$ cat src/rtl/deserializador_4_bits_pkg.sv
// Shared constants for the serial-to-parallel receiver: FSM encodings,
// bit-order encodings and the default word width.
package deserializador_4_bits_pkg;

  localparam int ANCHO_DEF = 4;

  localparam logic [0:0] ST_IDLE   = 1'b0;
  localparam logic [0:0] ST_RECIBE = 1'b1;

  localparam logic DIR_MSB_FIRST = 1'b0;
  localparam logic DIR_LSB_FIRST = 1'b1;

endpackage

$ cat src/rtl/deserializador_4_bits_if.sv
// Bus between the serial source / word consumer and the receiver.
// Serial side is strobed by ENB, no backpressure. Word side: VALID=1 means Q holds an
// unconsumed word; it is consumed on any rising edge where VALID=1 and RDY_IN=1.
interface deserializador_4_bits_if
  import deserializador_4_bits_pkg::*;
#(
  parameter int ANCHO = ANCHO_DEF
);
  logic             ENB;
  logic             S_IN;
  logic             START;
  logic             DIR;
  logic             RDY_IN;
  logic [ANCHO-1:0] Q;
  logic             VALID;
  logic             BUSY;
  logic             OVERRUN;
  logic [0:0]       state_dbg;

  modport master (
    output ENB, S_IN, START, DIR, RDY_IN,
    input  Q, VALID, BUSY, OVERRUN, state_dbg
  );

  modport slave (
    input  ENB, S_IN, START, DIR, RDY_IN,
    output Q, VALID, BUSY, OVERRUN, state_dbg
  );
endinterface

$ cat src/rtl/deserializador_4_bits_captura_serie.sv
// Shift register with direction-controlled insertion; load_first clears it
// so the incoming bit becomes the first bit of a fresh frame.
module deserializador_4_bits_captura_serie
  import deserializador_4_bits_pkg::*;
#(
  parameter int ANCHO = ANCHO_DEF
) (
  input  logic             CLK,
  input  logic             RESET,
  input  logic             shift_en,
  input  logic             load_first,
  input  logic             dir_q,
  input  logic             S_IN,
  output logic [ANCHO-1:0] word_next,
  output logic [ANCHO-1:0] word
);

  logic [ANCHO-1:0] base;

  // word_next is exposed so the completion edge can load the word including its last bit
  always_comb begin
    base      = load_first ? '0 : word;
    word_next = word;
    if (load_first || shift_en) begin
      if (dir_q == DIR_LSB_FIRST) word_next = {S_IN, base[ANCHO-1:1]};
      else                        word_next = {base[ANCHO-2:0], S_IN};
    end
  end

  always_ff @(posedge CLK) begin
    if (RESET) word <= '0;
    else       word <= word_next;
  end

endmodule

$ cat src/rtl/deserializador_4_bits.sv
// Serial-to-parallel receiver: frame FSM, bit counter, double-buffered
// output slot with VALID/RDY_IN handshake and sticky OVERRUN.
module deserializador_4_bits
  import deserializador_4_bits_pkg::*;
#(
  parameter int ANCHO = ANCHO_DEF
) (
  input logic                     CLK,
  input logic                     RESET,
  deserializador_4_bits_if.slave  bus
);

  localparam int CW = $clog2(ANCHO + 1);
  localparam logic [CW-1:0] LAST_IDX = CW'(ANCHO - 1);

  logic [0:0]       state;
  logic [CW-1:0]    count;
  logic             dir_q;
  logic [ANCHO-1:0] q_reg;
  logic             valid;
  logic             overrun;

  logic             start_now;
  logic             shift_now;
  logic             complete;
  logic             dir_eff;
  logic [ANCHO-1:0] word_next;
  logic [ANCHO-1:0] word;

  // START with ENB always begins a new frame, discarding any partial one
  assign start_now = bus.ENB && bus.START;
  assign shift_now = bus.ENB && !bus.START && (state == ST_RECIBE);
  assign complete  = shift_now && (count == LAST_IDX);
  assign dir_eff   = start_now ? bus.DIR : dir_q;

  deserializador_4_bits_captura_serie #(.ANCHO(ANCHO)) u_captura (
    .CLK        (CLK),
    .RESET      (RESET),
    .shift_en   (shift_now),
    .load_first (start_now),
    .dir_q      (dir_eff),
    .S_IN       (bus.S_IN),
    .word_next  (word_next),
    .word       (word)
  );

  always_ff @(posedge CLK) begin
    if (RESET) begin
      state <= ST_IDLE;
      count <= '0;
      dir_q <= DIR_MSB_FIRST;
    end else if (start_now) begin
      state <= ST_RECIBE;
      count <= CW'(1);
      dir_q <= bus.DIR;
    end else if (complete) begin
      state <= ST_IDLE;
      count <= '0;
    end else if (shift_now) begin
      count <= count + CW'(1);
    end
  end

  // A completing word is dropped only when the slot is full and not being consumed
  always_ff @(posedge CLK) begin
    if (RESET) begin
      q_reg   <= '0;
      valid   <= 1'b0;
      overrun <= 1'b0;
    end else if (complete) begin
      if (!valid || bus.RDY_IN) begin
        q_reg <= word_next;
        valid <= 1'b1;
      end else begin
        overrun <= 1'b1;
      end
    end else if (valid && bus.RDY_IN) begin
      valid <= 1'b0;
    end
  end

  assign bus.Q         = q_reg;
  assign bus.VALID     = valid;
  assign bus.BUSY      = (state == ST_RECIBE);
  assign bus.OVERRUN   = overrun;
  assign bus.state_dbg = state;

endmodule
$ cat src/flat_wrapper.sv
// flat-port wrapper written by rule: the top's interface ports become plain ports
module deserializador_4_bits_flat import deserializador_4_bits_pkg::*;
#(
  parameter int ANCHO = ANCHO_DEF
)
  (CLK, RESET, bus_ENB, bus_S_IN, bus_START, bus_DIR, bus_RDY_IN, bus_Q, bus_VALID, bus_BUSY, bus_OVERRUN, bus_state_dbg);
  deserializador_4_bits_if #(.ANCHO(ANCHO)) bus_i ();
  input logic CLK;
  input logic RESET;
  input wire logic [$bits(bus_i.ENB)-1:0] bus_ENB;
  input wire logic [$bits(bus_i.S_IN)-1:0] bus_S_IN;
  input wire logic [$bits(bus_i.START)-1:0] bus_START;
  input wire logic [$bits(bus_i.DIR)-1:0] bus_DIR;
  input wire logic [$bits(bus_i.RDY_IN)-1:0] bus_RDY_IN;
  output wire logic [$bits(bus_i.Q)-1:0] bus_Q;
  output wire logic [$bits(bus_i.VALID)-1:0] bus_VALID;
  output wire logic [$bits(bus_i.BUSY)-1:0] bus_BUSY;
  output wire logic [$bits(bus_i.OVERRUN)-1:0] bus_OVERRUN;
  output wire logic [$bits(bus_i.state_dbg)-1:0] bus_state_dbg;
  assign bus_i.ENB = bus_ENB;
  assign bus_i.S_IN = bus_S_IN;
  assign bus_i.START = bus_START;
  assign bus_i.DIR = bus_DIR;
  assign bus_i.RDY_IN = bus_RDY_IN;
  assign bus_Q = bus_i.Q;
  assign bus_VALID = bus_i.VALID;
  assign bus_BUSY = bus_i.BUSY;
  assign bus_OVERRUN = bus_i.OVERRUN;
  assign bus_state_dbg = bus_i.state_dbg;
  deserializador_4_bits #(.ANCHO(ANCHO)) u_core (.CLK(CLK), .RESET(RESET), .bus(bus_i));
endmodule
$ cat config.mk
export PLATFORM = sky130hd
export DESIGN_NAME = deserializador_4_bits_flat
export DESIGN_NICKNAME = d
export VERILOG_FILES = /design/src/rtl/deserializador_4_bits_pkg.sv /design/src/rtl/deserializador_4_bits_if.sv /design/src/rtl/deserializador_4_bits_captura_serie.sv /design/src/rtl/deserializador_4_bits.sv /design/src/flat_wrapper.sv
export SDC_FILE = /design/constraint.sdc
export NUM_CORES = 1
export LEC_CHECK = 0
export ABC_AREA = 1
export BUFFER_PORTS_ARGS = -buffer_cell sky130_fd_sc_hd__buf_2
export CORE_MARGIN = 2
export CORE_UTILIZATION = 30
export DETAILED_ROUTE_END_ITERATION = 10
export SLEW_MARGIN = 25
export SYNTH_ARGS = -nofsm -noshare
export SYNTH_HDL_FRONTEND = slang
export SYNTH_SLANG_ARGS = --single-unit
$ cat constraint.sdc
create_clock -name CLK -period 4.01 [get_ports CLK]
set_clock_uncertainty 0.2 [all_clocks]
set_input_delay 0 -clock CLK [delete_from_list [all_inputs] [get_ports CLK]]
set_output_delay 0 -clock CLK [all_outputs]
set_load 0.05 [all_outputs]
==> impl_metrics.ini, run 1 <==
[critical_path]
worst-path-buf-inv = 4
cp_top_family = buffers and inverters
critPathCaptureType = register
criticalPathCategory = in2reg
r2r_start = u_core.bus.BUSY$_SDFFE_PP0P_
regToRegSetupSlack_ns = 2.16
arrival_ns = 1.98
ff2ff_path_depth = 7
start_kind = input port
worstPathMaxFanout = 8
path_cells = dlygate4sd3_1 -> buf_2 -> nand2_1 -> nand2_1 -> o21ai_0 -> inv_1 -> nor2_1 -> dlygate4sd3_1
crit_required_ns = 4.05
slowest_stage = dlygate4sd3_1
max_stage_delay_ns = 0.54
rr_endpoint = u_core.u_captura.word[2]$_SDFF_PP0_

[global_routing]
grt_overflow_total = 0
antenna_found_initial = 0
grt_pass1_wl_um = 2640
grt_pass1_vias = 642
grt_max_degree = 11
grtUsageTotal = 0.134

[synth]
async_flop_share = 0
synth_cell_types = 19
synth.ff_latch_count = 15
syn_inst = 97
synth_fp_nets = 106
syn_area_per_cell_um2 = 7.15
synth_flop_cell = dfxtp_1
yosysSeqAreaShare = 0.433
yosysWarningCount = 0
yosysTopAreaCell = dfxtp_1
synthTopCellsByArea = dfxtp_1, nand2_1, inv_1
synth-edff-count = 0
syn_area_um2 = 693
yosysTopAreaCellShare = 0.433

[power]
pwr-share-comb = 0.122
total_power_uw = 278
irDropWorstVdd_mv = 0.199
power_frac_clock = 0.319
p_per_area_nw_per_um2 = 314
swShare = 0.268
p_leak_nw = 0.409
seqPwrFrac = 0.559
p_switching_uw = 74.5
p_int_uw = 204

[cells_and_area]
layout_commonest_cell = nand2_1
seqCellArea_um2 = 300
antenna_cells = 0
nets = 130
multi_input_area_um2 = 329
final_layout_size_suffix_gt1_frac = 0.200
fill_cells = 238
most-common-layout-cells = nand2_1, dfxtp_1, buf_2
area_delta_synth_final_pct = 28.0

[job]
max_cap_viol_count = 0

[clock_network]
clock-root-buffer = clkbuf_4
tritoncts = built
clock_sinks = 15
clkTransAtPathRegs_ns = 0.10
cts_made_buffers = 3
htreeDepth = 1
cts_buffer_depth = 2
insertion_delay_ns = 0.29

[drt]
via_count = 641
drc_errors = 0
wl_per_cell_um = 9.76
first_iter_violations = 8
wl_um = 1440
drtAntennaViolNets = 0
dr.pass1.iters = 3
vias_per_cell = 4.33

[worst_hold_path]
min_path_type = reg2reg
hold_path_startpoint = u_core.count[2]$_SDFFE_PP0P_
hold_end = u_core.count[2]$_SDFFE_PP0P_
whs_path_depth = 2

[timing]
rsz0062_at_grt = no
setup_ws_ns = 2.07
post-route-period-util = 0.484
hold_ws_ns = 0.287
period_minus_slack_ns = 1.94
slew_headroom = 0.809
tightest_slew_ns = 0.286
final_max_slew_viol_count = 0
fmax_mhz = 515
fin_setup_tns_ns = 0
finalHoldViolCount = 0
setup_viol = 0

[place]
dp_hpwl_um = 1080
gp_congestion = 0.756
place_ws_ns = 2.57
portBuffers = 14

[die]
initial_core_util = 0.316
fp-row-count = 17
pin_count = 15
die_y_um = 52.1
core_um2 = 2190
die_area_um2 = 2710
die-width_um = 52.1

[run_status]
status = completed
==> power groups by stage <==
stage                     Sequential (mW)  Clock (mW)  Combinational (mW)
after floorplan                     0.161           0              0.0191
final                               0.156      0.0888              0.0339
after global placement              0.159           0              0.0290
after detailed placement            0.159           0              0.0293
after CTS                           0.156      0.0933              0.0340
after global routing                0.156      0.0987              0.0387
==> Yosys cell counts, types with 2 or more instances <==
cell type / count
ha_1: 2
o21ai_0: 6
inv_1: 12
a31oi_1: 2
dfxtp_1: 15
inv_2: 2
nor2_1: 10
nand2_1: 27
nand3_1: 6
a21oi_1: 6
==> worst max path at each step <==
stage,startpoint,to,cells after the start
3_5_place_dp,u_core.count[0]$_SDFFE_PP0P_,u_core.count[1]$_SDFFE_PP0P_,5
6_report,bus_ENB,u_core.u_captura.word[2]$_SDFF_PP0_,8
4_1_cts,bus_ENB,u_core.u_captura.word[2]$_SDFF_PP0_,8
2_1_floorplan,u_core.bus.BUSY$_SDFFE_PP0P_,u_core.count[2]$_SDFFE_PP0P_,5
3_3_place_gp,u_core.count[0]$_SDFFE_PP0P_,u_core.bus.Q[2]$_SDFFE_PP0P_,6
5_1_grt,bus_ENB,u_core.u_captura.word[2]$_SDFF_PP0_,8
==> what timing repair did <==
| action | CTS | global route |
|---|---|---|
| buffers inserted | 0 | 0 |
| endpoints found under the hold margin | 15 | 0 |
| gates resized for setup | 0 | 0 |
| hold buffers | 7 | 0 |
==> cells by family (layout without fill, tap and decap cells) <==
group,Yosys count,after routing,share of synthesized area
and+or+nand+nor,49,49,0.321
buffers and inverters,16,39,0.0921
DFF,15,15,0.433
AOI/OAI and AO/OA,15,15,0.117
adders and majority gates,2,2,0.0361
==> area by class of cell <==
| type | count | share of cell area |
|---|---|---|
| Tap cell | 28 | 0.0395 |
| Sequential cell | 15 | 0.339 |
| Timing Repair Buffer | 21 | 0.158 |
| Clock buffer | 3 | 0.0254 |
| Inverter | 14 | 0.0592 |
| Clock inverter | 1 | 0.00846 |
| Multi-Input combinational cell | 66 | 0.371 |
==> registers in the layout, summed over array words and instances (netlist names) <==
name and count:
u_core.u_captura.word 4, u_core.bus.BUSY 1, u_core.dir_q 1, u_core.bus.VALID 1
u_core.count 3, u_core.bus.Q 4, u_core.bus.OVERRUN 1
==> layer usage <==
layer	vias up	routed length [um]	global-route usage
met5	-	0	0
met4	0	19	0.0526
met3	2	65	0.0431
met2	16	629	0.215
met1	275	728	0.164
li1	348	-	-
==> metrics by stage <==
stage          instance area (um^2)  utilization  cells
2_1_floorplan                   693            -     97
3_3_place_gp                    787        0.359    137
3_5_place_dp                    787        0.359    137
4_1_cts                         887        0.405    148
5_1_grt                         887        0.405    148
6_report                        887        0.405    148
==> worst reg2reg max path, cell delays in order, from the launching register on <==
cell and delay (ns):
dfxtp_1 0.40, nand2_2 0.13, nor2_4 0.21, nand2_1 0.08, o21ai_0 0.11, inv_1 0.06, nor2_1 0.08, dlygate4sd3_1 0.54
(Power assumes the default switching activity.)
==> run 2: changes to the inputs <==
- clock period: 4.01 -> 1.8 ns (I/O delays scaled with it)
==> impl_metrics.ini, run 2 (same netlist as run 1, synthesis figures left out) <==
[cells_and_area]
final_layout_size_suffix_gt1_frac = 0.200
antenna_cells = 0
area_delta_synth_final_pct = 27.6
nets = 130
layout_commonest_cell = nand2_1
most-common-layout-cells = nand2_1, dfxtp_1, buf_2
fill_cells = 229
post-route-util = 0.404

[clock_network]
clkTransAtPathRegs_ns = 0.09
cts_buffer_depth = 2
clock_sinks = 15
cts_made_buffers = 3
htreeDepth = 1
insertion_delay_ns = 0.29
postCtsSetupRepairBufs = 0
tritoncts = built
clock-root-buffer = clkbuf_4

[drt]
dr.pass1.iters = 4
met2_length_um = 627
vias_per_cell = 4.46
wl_met1_um = 697
via_count = 660
wl_um = 1440
first_iter_violations = 14
highest_layer = met4
drtAntennaViolNets = 0
drc_errors = 0
wl_per_cell_um = 9.73
dr_wl_met3_um = 67

[critical_path]
endpoint = u_core.dir_q$_SDFF_PP0_
critPathCaptureType = register
r2r_start = u_core.count[0]$_SDFFE_PP0P_
criticalPathCategory = in2reg
rr_endpoint = u_core.bus.Q[2]$_SDFFE_PP0P_
regToRegSetupSlack_ns = 0.36
start_kind = input port
arrival_ns = 1.50
worstSetupStartpoint = bus_START
worstPathMaxFanout = 3
ff2ff_path_depth = 6
crit_required_ns = 1.83

[die]
die_area_um2 = 2710
fp-row-count = 17
die-width_um = 52.1
die_y_um = 52.1
core_um2 = 2190
pin_count = 15
initial_core_util = 0.316

[power]
pwr-share-comb = 0.125
p_per_area_nw_per_um2 = 699
p_switching_uw = 165
total_power_uw = 618
p_int_uw = 453
p_leak_nw = 0.407
swShare = 0.267
seqPwrFrac = 0.561
irDropWorstVdd_mv = 0.295
power_frac_clock = 0.314

[global_routing]
grt_pass1_wl_um = 2530
grt_max_degree = 10
grtUsageTotal = 0.130
grt_overflow_total = 0
antenna_found_initial = 0
grt_pass1_vias = 621

[timing]
fin_setup_tns_ns = 0
finalHoldViolCount = 0
period_minus_slack_ns = 1.47
post-route-period-util = 0.817
setup_viol = 0
final_max_slew_viol_count = 0
rsz0062_at_grt = no
fmax_mhz = 680
slew_headroom = 0.816
tightest_slew_ns = 0.276

[place]
dp_hpwl_um = 1060
portBuffers = 14
gp_congestion = 0.756

[worst_hold_path]
min_path_type = reg2reg

[job]
max_cap_viol_count = 0

[run_status]
status = completed
run 2: cell count changes in the layout (fill, tap and decap cells not counted):
| cell | change |
|---|---|
| clkinvlp_4 | -1 |
| clkinv_2 | +1 |
run 2: power groups by stage:
stage	Sequential (mW)	Clock [mW]	Combinational, mW
global route	0.348	0.215	0.0868
detailed placement	0.355	0	0.0658
floorplan	0.359	0	0.0426
global placement	0.354	0	0.0647
finish	0.347	0.194	0.0772
CTS	0.347	0.203	0.0771
run 2: worst max-delay path, stage by stage:
cell           delay [ns]
dlygate4sd3_1        0.52
buf_2                0.14
nand3_1              0.12
dlygate4sd3_1        0.59
a21oi_1              0.13
run 2: metrics by stage:
step	hold WS (ns)	cell area (um^2)	instances	setup WS, ns
4_1_cts	0.280	885	148	0.351
2_1_floorplan	-0.00760	693	97	0.122
5_1_grt	0.299	885	148	0.179
6_report	0.271	885	148	0.330
3_5_place_dp	0.0974	787	137	0.375
3_3_place_gp	0.0984	787	137	0.399
run 2: worst min-delay path by stage:
stage | end | cells after the start | start | slack, ns
6_report | u_core.count[1]$_SDFFE_PP0P_ | 2 | u_core.count[1]$_SDFFE_PP0P_ | 0.27
5_1_grt | u_core.bus.OVERRUN$_SDFFE_PP0P_ | 2 | u_core.bus.OVERRUN$_SDFFE_PP0P_ | 0.30
4_1_cts | u_core.count[1]$_SDFFE_PP0P_ | 2 | u_core.count[1]$_SDFFE_PP0P_ | 0.28
3_5_place_dp | u_core.bus.BUSY$_SDFFE_PP0P_ | 2 | RESET | 0.1
3_3_place_gp | u_core.bus.BUSY$_SDFFE_PP0P_ | 2 | RESET | 0.1
2_1_floorplan | u_core.count[1]$_SDFFE_PP0P_ | 3 | bus_START | -0.008
run 2: final cells by class:
cell class	count	area (um^2)	area share
Inverter	14	52.6	0.0594
Clock buffer	3	22.5	0.0255
Clock inverter	1	5.00	0.00566
Tap cell	28	35.0	0.0396
Multi-Input combinational cell	66	329	0.372
Sequential cell	15	300	0.339
Timing Repair Buffer	21	140	0.158
run 2: layer usage:
layer / vias to the layer above / GRT usage
li1: 350 / -
met1: 287 / 0.164
met2: 17 / 0.194
met3: 6 / 0.0259
met4: 0 / 0.0921
met5: - / 0
run 2: repair_timing:
action | CTS | global route
hold buffers | 7 | 0
endpoints found under the hold margin | 15 | 0
gates resized for setup | 0 | 0
